==> src/rtl/mem_port_arbiter.sv <==
// mem_port_arbiter: round-robin sharing of one memory port between two requesters, with in-order response routing
module mem_port_arbiter #(
    parameter int DEPTH = 32,
    parameter int AW    = 32,
    parameter int DW    = 32,
    parameter int TW    = 8
) (
    input  logic          clk,
    input  logic          reset,
    input  logic          req0_valid,
    input  logic [AW-1:0] req0_addr,
    input  logic [DW-1:0] req0_data,
    input  logic          req0_do_read,
    input  logic          req0_do_write,
    input  logic [TW-1:0] req0_user_tag,
    output logic          rsp0_ready,
    output logic          rsp0_valid,
    output logic [AW-1:0] rsp0_addr,
    output logic [DW-1:0] rsp0_data,
    output logic [TW-1:0] rsp0_user_tag,
    input  logic          req1_valid,
    input  logic [AW-1:0] req1_addr,
    input  logic [DW-1:0] req1_data,
    input  logic          req1_do_read,
    input  logic          req1_do_write,
    input  logic [TW-1:0] req1_user_tag,
    output logic          rsp1_ready,
    output logic          rsp1_valid,
    output logic [AW-1:0] rsp1_addr,
    output logic [DW-1:0] rsp1_data,
    output logic [TW-1:0] rsp1_user_tag,
    output logic          mem_req_valid,
    output logic [AW-1:0] mem_req_addr,
    output logic [DW-1:0] mem_req_data,
    output logic          mem_req_do_read,
    output logic          mem_req_do_write,
    output logic [TW-1:0] mem_req_user_tag,
    input  logic          mem_rsp_ready,
    input  logic          mem_rsp_valid,
    input  logic [AW-1:0] mem_rsp_addr,
    input  logic [DW-1:0] mem_rsp_data,
    input  logic [TW-1:0] mem_rsp_user_tag,
    output logic          err
);
    localparam int PW = $clog2(DEPTH);
    localparam int CW = $clog2(DEPTH + 1);
    logic [DEPTH-1:0] owner;
    logic [PW-1:0]    wptr, rptr;
    logic [CW-1:0]    count;
    logic             last;
    logic             can_acc, pick1, push, pop, head;
    logic [AW-1:0]    rsp_addr;
    logic [DW-1:0]    rsp_data;
    logic [TW-1:0]    rsp_tag;

    assign rsp0_addr     = rsp_addr;
    assign rsp0_data     = rsp_data;
    assign rsp0_user_tag = rsp_tag;
    assign rsp1_addr     = rsp_addr;
    assign rsp1_data     = rsp_data;
    assign rsp1_user_tag = rsp_tag;

    // grant decision: full is judged on occupancy before any same-cycle pop
    always_comb begin
        can_acc    = (!mem_req_valid || mem_rsp_ready) && count != CW'(DEPTH) && !reset;
        pick1      = (req0_valid && req1_valid) ? !last : req1_valid;
        rsp0_ready = can_acc && req0_valid && !pick1;
        rsp1_ready = can_acc && req1_valid && pick1;
        push       = rsp0_ready || rsp1_ready;
        pop        = mem_rsp_valid && count != '0;
        head       = owner[rptr];
    end

    // ownership FIFO, occupancy, last-grant pointer and orphan-response flag
    always_ff @(posedge clk) begin
        if (reset) begin
            wptr  <= '0;
            rptr  <= '0;
            count <= '0;
            last  <= 1'b1;
            err   <= 1'b0;
        end else begin
            if (push) begin
                owner[wptr] <= rsp1_ready;
                wptr        <= wptr + PW'(1);
                last        <= rsp1_ready;
            end
            if (pop) rptr <= rptr + PW'(1);
            count <= count + CW'(push) - CW'(pop);
            err   <= err || (mem_rsp_valid && count == '0);
        end
    end

    // downstream request register, reloaded or cleared whenever the slot frees
    always_ff @(posedge clk) begin
        if (reset) begin
            mem_req_valid    <= 1'b0;
            mem_req_do_read  <= 1'b0;
            mem_req_do_write <= 1'b0;
        end else if (!mem_req_valid || mem_rsp_ready) begin
            mem_req_valid <= push;
            if (push) begin
                mem_req_addr     <= rsp1_ready ? req1_addr : req0_addr;
                mem_req_data     <= rsp1_ready ? req1_data : req0_data;
                mem_req_do_read  <= rsp1_ready ? req1_do_read : req0_do_read;
                mem_req_do_write <= rsp1_ready ? req1_do_write : req0_do_write;
                mem_req_user_tag <= rsp1_ready ? req1_user_tag : req0_user_tag;
            end
        end
    end

    // response routing to the owner at the FIFO head
    always_ff @(posedge clk) begin
        if (reset) begin
            rsp0_valid <= 1'b0;
            rsp1_valid <= 1'b0;
        end else begin
            rsp0_valid <= pop && !head;
            rsp1_valid <= pop && head;
            if (pop) begin
                rsp_addr <= mem_rsp_addr;
                rsp_data <= mem_rsp_data;
                rsp_tag  <= mem_rsp_user_tag;
            end
        end
    end
endmodule
==> config.mk <==
export PLATFORM = sky130hd
export DESIGN_NAME = mem_port_arbiter
export DESIGN_NICKNAME = d
export VERILOG_FILES = /design/src/rtl/mem_port_arbiter.sv
export SDC_FILE = /design/constraint.sdc
export NUM_CORES = 1
export LEC_CHECK = 0
export CAP_MARGIN = 20
export CORE_AREA = 2 2 174 176
export CTS_CLUSTER_SIZE = 12
export DETAILED_ROUTE_END_ITERATION = 16
export DIE_AREA = 0 0 176 178
export PLACE_DENSITY = 0.61
export SYNTH_ARGS = -nofsm -noshare
export SYNTH_HDL_FRONTEND = slang
export SYNTH_SLANG_ARGS = --single-unit
==> constraint.sdc <==
create_clock -name clk -period 5.4 [get_ports clk]
set_input_delay 1.08 -clock clk [delete_from_list [all_inputs] [get_ports clk]]
set_output_delay 1.08 -clock clk [all_outputs]
set_load 0.01 [all_outputs]
==> results by group, run 1 <==
Timing
  – Measured slew at the worst slew-check pin: 1.07 ns
  – Final Max Tran Viols: 0
  – Normalized max-slew margin: 28.8%
  – Period utilization: 71.7%
  – Final count of negative-setup-slack endpoints: 0
  – Crit path time final: 3.87 ns
  – Max Clock Skew: 0.00868 ns
  – Total Neg Setup Slack: 0 ns
  – Final Hold Vio Count: 0
  – Fmax: 258 MHz
  – Unrepaired setup endpoints after global routing: false

Yosys
  – Post-Synth Adder-Cell Area: 2.33%
  – Largest family of logic cells by synthesized area: multiplexers
  – Synth Area in Compound Gates: 1.79%
  – Mux share of post-synthesis cell area: 12.5%
  – Dominant synthesized flop cell: edfxtp_1
  – Syn_area_per_cell: 15.7 um2
  – Seq/Total Area, Yosys: 68.5%
  – Synthesized flop and latch total: 199
  – Post-Synth Simple-Gate Area: 5.73%
  – Post-Synthesis Cells: 535
  – Yosys cell types: 44
  – Post-Syn Area: 8390 um2
  – Ys Warns: 0
  – XOR/XNOR share of the synthesized area: 0.731%
  – Syn nets: 776
  – Asr flop ratio synth: 0%
  – Post-synth EDFFs: 176

Drt
  – Wire length on met3: 2650 um
  – DRC viols: 0
  – Routed WL per cell: 19.0 um
  – M1 WL: 8860 um
  – Total Wirelength: 25,100 um
  – Remaining antenna violation count: 0
  – Routed vias: 5,666
  – Vias/cell: 4.29
  – Initial DRC count: 311
  – Met2 routed WL: 13,200 um
  – Drt first pass iters: 6
  – Uppermost layer routed: met5

Clocking
  – CTS H-tree depth: 4
  – Hold buffer count at CTS: 0
  – CTS sink cnt: 199
  – CTS tree: yes
  – Clk slew on worst S/H paths: 0.07 ns
  – CTS resizes: 0
  – Root Driver: clkbuf_16
  – Clk_lat worst skew: 0.44 ns
  – Clock buffer depth: 2
  – CTS buffer count: 17
  – Post-CTS Setup Bufs: 0

Layout
  – Post-route insts no fill: 1,322
  – Area occupied by multi-input gates: 1960 um2
  – Highest-count cells in the layout ignoring fill and taps: clkdlybuf4s50_1, edfxtp_1, mux2_2
  – Diode count: 0
  – Ratio of cells with drive above 1 in the final layout: 12.7%
  – Area Growth Syn to Fin: 58.9%
  – Most common cell after layout, fill and taps aside: clkdlybuf4s50_1
  – # fillers: 2,633
  – Register Area: 5750 um2
  – Post-layout nets: 1,160

Worst setup path
  – Crit Path Category: input port to primary output
  – Worst-path fanout max: 3
  – Arrival time worst endpoint: 2.79 ns
  – Crit path launch type: input port
  – Worst Setup End Kind: primary output
  – Beginning of the worst register-to-register path: count[2]
  – Register-to-register setup slack: 2.58 ns
  – CP Data Required Time: 4.32 ns
  – R2R depth: 14
  – Critical R2R Capture: count[4]

Worst hold path
  – Hold crit path type: register to register
  – Hold EP: err
  – Hold Path Cell Cnt: 1
  – Worst hold start: err

Floorplan
  – # rows: 63
  – Initial Util: 28.5%
  – Die area: 31,300 um2
  – I/O pins: 450
  – Die Y: 178 um
  – Die span in x: 176 um
  – Core box area: 29,400 um2

GRT
  – First-pass GRT wire length: 35,400 um
  – Vias in the first global route: 5,794
  – Grt total ovfl: 0
  – GR Util All Layers: 15.5%
  – Largest net degree at the start of global routing: 83
  – Number of antenna violations at the first check in global routing: 1

Pwr
  – Pwr/cell area: 330 nW/um2
  – VDD IR max: 0.000229 V
  – Leakage: 4.56 nW
  – Total power: 4.39 mW

Outcome
  – Status: complete, no violations

Placement
  – RD Place Congestion: 0.822
  – Dpl hpwl: 19,500 um
  – Port bufs: 449
  – Placed insts: 1,290

Flow run
  – Maximum Capacitance Violations: 0
## cell families (layout without fill, tap and decap cells)
| logic type | Yosys count | count (layout) |
|---|---|---|
| multiplexers | 86 | 86 |
| AND/OR/NAND/NOR | 98 | 98 |
| XOR/XNOR | 7 | 7 |
| AO/OA/AOI/OAI | 23 | 23 |
| flip-flops | 199 | 199 |
| adder cells (fa/ha/maj) | 15 | 15 |
| buffers and inverters | 107 | 504 |
## synth_stat cells (3+ instances only)
library cell,instances,area share [%]
edfxtp_1,176,63
buf_4,79,7.1
mux2_2,72,9.7
nor2_1,48,2.1
dfxtp_1,23,5.5
inv_1,18,0.81
ha_1,14,2.1
nand2_1,13,0.58
mux4_2,8,2.1
a21oi_1,7,0.42
nand3_1,7,0.42
mux2i_1,6,0.72
xor2_1,5,0.52
buf_2,4,0.24
clkbuf_1,4,0.18
nor2b_1,4,0.30
nor3_1,4,0.24
o21ai_0,4,0.24
or3_1,4,0.30
nand3b_1,3,0.27
## through the flow
stage	setup WS (ns)	hold WS (ns)	area, um2	utilization (%)
floorplan	0.554	0.482	8390	-
global placement	1.34	0.468	12800	43.5
detailed placement	1.21	0.466	12800	43.5
CTS	1.43	0.484	13300	45.3
global route	1.39	0.500	13300	45.3
finish	1.53	0.477	13300	45.3
## state kept, by name, indices dropped and copies added (netlist names)
signal,count
rptr,5
last,1
mem_req_valid,1
rsp1_valid,1
mem_req_do_write,1
count,6
rsp0_addr,32
mem_req_addr,32
mem_req_user_tag,8
owner,32
err,1
wptr,5
rsp0_data,32
rsp0_user_tag,8
mem_req_do_read,1
rsp0_valid,1
mem_req_data,32
## final cells by class
class                           instances  area share (%)
Multi-Input combinational cell        229            14.7
Timing Repair Buffer                  454            34.0
Tap cell                              390            3.66
Sequential cell                       199            43.1
Clock buffer                           24            3.46
Inverter                               18           0.507
Clock inverter                          8           0.582
## power breakdown
group / switching [mW] / internal (mW) / leakage [nW] / total [mW]
registers: 0.104 / 1.91 / 1.83 / 2.01
clock network: 0.563 / 0.649 / 0.259 / 1.21
logic: 0.505 / 0.664 / 2.47 / 1.17
total: 1.17 / 3.22 / 4.56 / 4.39
## worst max-delay path, cell delays in order
cell,delay (ns)
clkdlybuf4s50_1,0.48
a21bo_2,0.24
nor4_4,0.36
clkdlybuf4s50_1,0.63
## metal layers
metal | up-vias | global-route usage, %
li1 | 2646 | -
met1 | 2714 | 16.2
met2 | 286 | 28.0
met3 | 18 | 7.03
met4 | 2 | 4.96
met5 | - | 0
## how the worst max path moves through the flow
stage | start | to | slack, ns | cells after the start
floorplan | mem_rsp_valid | rsp1_valid | 0.55 | 3
detailed placement | reset | owner[3] | 1.21 | 7
global placement | reset | owner[23] | 1.34 | 7
finish | req1_valid | rsp1_ready | 1.53 | 4
global route | reset | rsp0_ready | 1.39 | 5
CTS | req1_valid | rsp1_ready | 1.43 | 4
Power figures use the tool's default switching activity.
==> run 2: changes to the inputs <==
==> constraint.sdc (replaced) <==
create_clock -name clk -period 3.95 [get_ports clk]
set_input_delay 0.79 -clock clk [delete_from_list [all_inputs] [get_ports clk]]
set_output_delay 0.79 -clock clk [all_outputs]
set_load 0.01 [all_outputs]
==> run 2 against run 1 <==
Compared with the run above:
- global-route usage decreased by 0.42 points
- combinational power rose by 38%
- hold slack gained 0.0027 ns
- largest power group unchanged
- setup slack got worse by 0.92 ns
- sequential power grew 37%
==> results by group, run 2 (synthesized netlist as in run 1, its figures left out) <==
Clocking
  – Post-CTS Setup Bufs: 0 (unchanged)
  – Clock buffer depth: 2 (unchanged)
  – CTS tree: yes
  – Hold buffer count at CTS: 0 (unchanged)
  – CTS buffer count: 17 (unchanged)
  – Clk slew on worst S/H paths: 0.07 ns (about the same)
  – CTS H-tree depth: 4 (unchanged)
  – CTS sink cnt: 199 (unchanged)
  – Clk_lat worst skew: 0.43 ns (about the same)
  – CTS resizes: 0 (unchanged)
  – Root Driver: clkbuf_16

Drt
  – Total Wirelength: 24,600 um (-2.0%)
  – Vias/cell: 4.28 (-0.23%)
  – Remaining antenna violation count: 0 (unchanged)
  – Initial DRC count: 240 (-23%)
  – DRC viols: 0 (unchanged)
  – Routed WL per cell: 18.6 um (-2.0%)
  – Routed vias: 5,653 (-0.23%)
  – Drt first pass iters: 5 (-1)

Worst setup path
  – CP Data Required Time: 3.16 ns (-1.16 ns)
  – Worst-path fanout max: 8 (+5)
  – Crit path launch type: input port
  – Crit Path Category: input port to primary output
  – Worst Setup End Kind: primary output
  – Arrival time worst endpoint: 2.55 ns (-0.24 ns)

Pwr
  – Internal Dissipation: 4.39 mW (+36%)
  – Leakage: 4.58 nW (+0.34%)
  – Switch Pwr: 1.65 mW (+41%)
  – Pwr/cell area: 452 nW/um2 (+37%)
  – Clock share of power: 27.9% (+0.3 points)
  – VDD IR max: 0.000269 V (+18%)
  – Combinational cell fraction of total power: 26.6% (about the same)
  – Sequential power share: 45.5% (-0.3 points)
  – Sw Share: 27.3% (+0.60 points)

Timing
  – Final Hold Vio Count: 0 (unchanged)
  – Unrepaired setup endpoints after global routing: false
  – Total Neg Setup Slack: 0 ns (unchanged)
  – Crit path time final: 3.34 ns
  – Fmax: 299 MHz
  – Measured slew at the worst slew-check pin: 1.02 ns (-0.0476 ns)
  – Max Clock Skew: 0.00945 ns (+0.000773 ns)
  – Final count of negative-setup-slack endpoints: 0 (unchanged)
  – Period utilization: 84.6%
  – Normalized max-slew margin: 32.0% (+3.2 points)
  – Final Max Tran Viols: 0 (unchanged)

Placement
  – Dpl hpwl: 18,900 um (-2.9%)
  – RD Place Congestion: 0.839 (+2.0%)
  – Placed insts: 1,290 (unchanged)
  – Port bufs: 449 (unchanged)
  – Dpl cell area: 12,800 um2 (+0.20%)

GRT
  – First-pass GRT wire length: 34,800 um (-1.7%)
  – Largest net degree at the start of global routing: 107 (+29%)
  – Grt total ovfl: 0 (unchanged)
  – Number of antenna violations at the first check in global routing: 0 (-1)
  – Vias in the first global route: 5,645 (-2.6%)
  – GR Util All Layers: 15.1% (-0.42 points)

Layout
  – Register Area: 5750 um2 (unchanged)
  – # fillers: 2,656 (+0.87%)
  – Final Cell Area: 13,400 um2 (+0.28%)
  – Post-layout nets: 1,160 (unchanged)
  – Most common cell after layout, fill and taps aside: clkdlybuf4s50_1
  – Area occupied by multi-input gates: 1960 um2 (unchanged)
  – Ratio of cells with drive above 1 in the final layout: 13.0% (+0.32 points)
  – Diode count: 0 (unchanged)
  – Highest-count cells in the layout ignoring fill and taps: clkdlybuf4s50_1, edfxtp_1, mux2_2
  – Area Growth Syn to Fin: 59.4%
  – Post-route insts no fill: 1,322 (unchanged)

Flow run
  – Maximum Capacitance Violations: 0 (unchanged)

Worst hold path
  – Hold crit path type: register to register

Floorplan
  – Die span in x: 176 um (unchanged)
  – # rows: 63 (unchanged)
  – Core box area: 29,400 um2 (unchanged)
  – I/O pins: 450 (unchanged)
  – Initial Util: 28.5% (unchanged)
  – Die Y: 178 um (unchanged)
  – Die area: 31,300 um2 (unchanged)

Outcome
  – Status: complete, no violations
## run 2: changes by cell type in the layout (fill, tap and decap cells not counted), sizes merged
| cell | delta |
|---|---|
| clkinv | +3 |
| inv | +3 |
| clkbuf | -6 |
## run 2: per-stage QoR
step / utilization [%] / setup WS [ns] / power [mW] / hold slack [ns]
4_1_cts: 45.5 / 0.536 / 6.14 / 0.481
2_1_floorplan: - / 0.664 / 3.56 / 0.482
3_5_place_dp: 43.6 / 0.398 / 4.42 / 0.463
5_1_grt: 45.5 / 0.521 / 6.34 / 0.512
3_3_place_gp: 43.6 / 0.451 / 4.41 / 0.454
6_report: 45.5 / 0.609 / 6.04 / 0.480
## run 2: final cells by class
cell class                 instances  area share, %
clock buffer                      18           3.21
clock inverter                    14          0.917
inverter                          18          0.505
multi-input combinational        229           14.6
sequential                       199           43.0
tap                              390           3.65
timing repair buffer             454           34.1
## run 2: power groups by stage
stage	Sequential, mW	Clock [mW]	Combinational [mW]
after floorplan	2.85	0	0.717
after global placement	2.80	0	1.62
after detailed placement	2.80	0	1.62
after CTS	2.76	1.75	1.63
after global routing	2.78	1.83	1.73
final	2.75	1.68	1.61
## run 2: per-layer routing
layer	GRT usage, %	wire length (um)	vias up
li1	-	-	2649
met1	16.9	9090	2679
met2	26.6	12700	311
met3	6.27	2480	14
met4	4.06	317	0
met5	0	0	-
## run 2: path summary, 6_finish.rpt
path                                from          to  slack [ns]  depth (start not counted)
worst max-delay path               reset  rsp1_ready        0.61                          3
worst min-delay path                 err         err        0.48                          1
worst max register to register  count[3]    count[4]        1.10                         14
worst min register to register       err         err        0.48                          1
## run 2: critical path, stage by stage
cell and delay [ns]:
clkdlybuf4s50_1 0.60, nor4_4 0.48, clkdlybuf4s50_1 0.68
==> run 3: changes to the inputs <==
==> constraint.sdc (replaced) <==
create_clock -name clk -period 3.31 [get_ports clk]
set_input_delay 0.662 -clock clk [delete_from_list [all_inputs] [get_ports clk]]
set_output_delay 0.662 -clock clk [all_outputs]
set_load 0.01 [all_outputs]
==> run 3 against run 2 <==
Compared with the run above:
- via count grew 0.80%
- critical path depth grew 3
- design area grew 0.43%
- routed wire length grew 2.2%
==> results by group, run 3 (synthesized netlist as in run 1, its figures left out) <==
Flow run
  – Maximum Capacitance Violations: 0 (unchanged)

Pwr
  – Sw Share: 27.2% (-0.082 points)
  – Leakage: 4.62 nW (+0.87%)
  – Sequential power share: 45.7% (+0.2 points)
  – Clock share of power: 26.7% (-1.2 points)
  – Switch Pwr: 1.95 mW (+18%)
  – Internal Dissipation: 5.22 mW (+19%)
  – Pwr/cell area: 534 nW/um2 (+18%)
  – VDD IR max: 0.000399 V (+48%)
  – Combinational cell fraction of total power: 27.5% (+0.9 points)

Layout
  – Post-layout nets: 1,171 (+0.95%)
  – Diode count: 0 (unchanged)
  – Final Cell Area: 13,400 um2 (+0.43%)
  – Ratio of cells with drive above 1 in the final layout: 13.6% (+0.59 points)
  – Highest-count cells in the layout ignoring fill and taps: clkdlybuf4s50_1, edfxtp_1, mux2_2
  – Most common cell after layout, fill and taps aside: clkdlybuf4s50_1
  – Area Growth Syn to Fin: 60.1%
  – # fillers: 2,627 (-1.1%)

Clocking
  – Post-CTS Setup Bufs: 0 (unchanged)
  – Clk slew on worst S/H paths: 0.07 ns (about the same)
  – CTS tree: yes
  – CTS buffer count: 17 (unchanged)
  – Hold buffer count at CTS: 0 (unchanged)
  – CTS H-tree depth: 4 (unchanged)
  – CTS sink cnt: 199 (unchanged)
  – Clk_lat worst skew: 0.44 ns (about the same)
  – Clock buffer depth: 2 (unchanged)
  – CTS resizes: 0 (unchanged)
  – Root Driver: clkbuf_16

Worst setup path
  – Worst-path fanout max: 5 (-3)
  – Critical-path top delay cell: clkdlybuf4s50_1
  – Crit Path Category: input port to primary output
  – Crit path launch type: input port
  – CP Data Required Time: 2.65 ns (-0.51 ns)
  – Most frequent CP cell: clkdlybuf4s50_1
  – Worst Setup End Kind: primary output
  – Register-to-register setup slack: 0.63 ns (-0.47 ns)
  – Delay-heaviest family, CP: buffers and inverters
  – CP bufs+invs: 3 (+1)
  – Arrival time worst endpoint: 2.41 ns (-0.14 ns)
  – Crit-path max cell delay: 0.57 ns (-0.11 ns)
  – CP Cell Sequence: clkdlybuf4s50_1, buf_4, nor3_1, nand2_1, nor2_1, clkdlybuf4s50_1

Drt
  – Routed vias: 5,698 (+0.80%)
  – Routed WL per cell: 18.9 um (+1.3%)
  – Initial DRC count: 349 (+45%)
  – Vias/cell: 4.27 (about the same)
  – Remaining antenna violation count: 0 (unchanged)
  – Drt first pass iters: 6 (+1)
  – DRC viols: 0 (unchanged)
  – Total Wirelength: 25,100 um (+2.2%)

GRT
  – Largest net degree at the start of global routing: 107 (unchanged)
  – Number of antenna violations at the first check in global routing: 1 (+1)
  – Grt total ovfl: 0 (unchanged)
  – GR Util All Layers: 15.5% (+0.42 points)
  – First-pass GRT wire length: 35,700 um (+2.6%)
  – Vias in the first global route: 5,785 (+2.5%)

Placement
  – RD Place Congestion: 0.818 (-2.4%)
  – Dpl cell area: 12,900 um2 (+0.74%)
  – Dpl hpwl: 19,400 um (+2.7%)
  – Port bufs: 449 (unchanged)

Timing
  – Final Max Tran Viols: 0 (unchanged)
  – Normalized max-slew margin: 55.2% (+23 points)
  – Total Neg Setup Slack: 0 ns (unchanged)
  – Crit path time final: 3.07 ns
  – Max Clock Skew: 0.0146 ns (+0.00514 ns)
  – Final count of negative-setup-slack endpoints: 0 (unchanged)
  – Final Hold Vio Count: 0 (unchanged)
  – Measured slew at the worst slew-check pin: 0.670 ns (-0.350 ns)
  – Fmax: 326 MHz
  – Unrepaired setup endpoints after global routing: false
  – Period utilization: 92.7%

Floorplan
  – Die span in x: 176 um (unchanged)
  – Die area: 31,300 um2 (unchanged)
  – I/O pins: 450 (unchanged)
  – # rows: 63 (unchanged)
  – Initial Util: 28.5% (unchanged)
  – Die Y: 178 um (unchanged)
  – Core box area: 29,400 um2 (unchanged)

Outcome
  – Status: complete, no violations

Worst hold path
  – Hold crit path type: register to register
[run 3: changes by cell type in the layout (fill, tap and decap cells not counted), moves of 2 or more]
| cell | previous run | this run |
|---|---|---|
| clkinv_1 | 2 | 0 |
| clkbuf_1 | 1 | 7 |
| buf_4 | 3 | 13 |
| clkinvlp_4 | 2 | 0 |
| inv_6 | 4 | 1 |
| inv_4 | 0 | 2 |
[run 3: cell type report]
class                   count  area [um2]  share of cell area (%)
clock buffers              25         465                    3.47
repair buffers            465        4650                    34.7
clock inverters             7        48.8                   0.364
well taps                 390         488                    3.64
inverters                  18        67.6                   0.503
flip-flops and latches    199        5750                    42.8
multi-input cells         229        1960                    14.6
[run 3: stage by stage]
step                      power [mW]  hold slack, ns  instances  setup WS [ns]  util (%)
after floorplan                 4.25           0.482        535         0.0244         -
after global placement          5.32           0.458       1301          0.104      43.9
after detailed placement        5.33           0.478       1301          0.106      43.9
after CTS                       7.28           0.495       1333          0.130      45.7
after global routing            7.52           0.506       1333         0.0624      45.7
final                           7.17           0.480       1333          0.242      45.7
[run 3: final timing paths]
check / start / end / cells past startpoint
worst max-delay path: reset / rsp0_ready / 6
worst min-delay path: err / err / 1
worst max register to register: count[3] / count[4] / 14
worst min register to register: err / err / 1
[run 3: per-layer routing]
metal	wire [um]	vias up	GRT usage, %	share of wire (%)
met5	12	-	0	0.048
met4	278	2	3.96	1.1
met3	2390	18	6.20	9.5
met2	12900	306	27.2	51
met1	9520	2704	17.7	38
li1	-	2668	-	-
[run 3: power groups by stage]
stage / Combinational (mW) / Clock, mW / Sequential (mW)
after floorplan: 0.856 / 0 / 3.40
after global placement: 1.98 / 0 / 3.34
after detailed placement: 1.99 / 0 / 3.34
after CTS: 2.00 / 1.99 / 3.29
after global routing: 2.13 / 2.07 / 3.32
final: 1.97 / 1.91 / 3.28
[run 3: worst reg2reg max path, delay by kind of cell, from the launching register on]
family,cells,cell delay (ns)
flip-flops,1,0.33
AND/OR/NAND/NOR,4,0.67
AO/OA/AOI/OAI,2,0.31
adder cells (fa/ha/maj),4,1.00
buffers and inverters,4,0.27
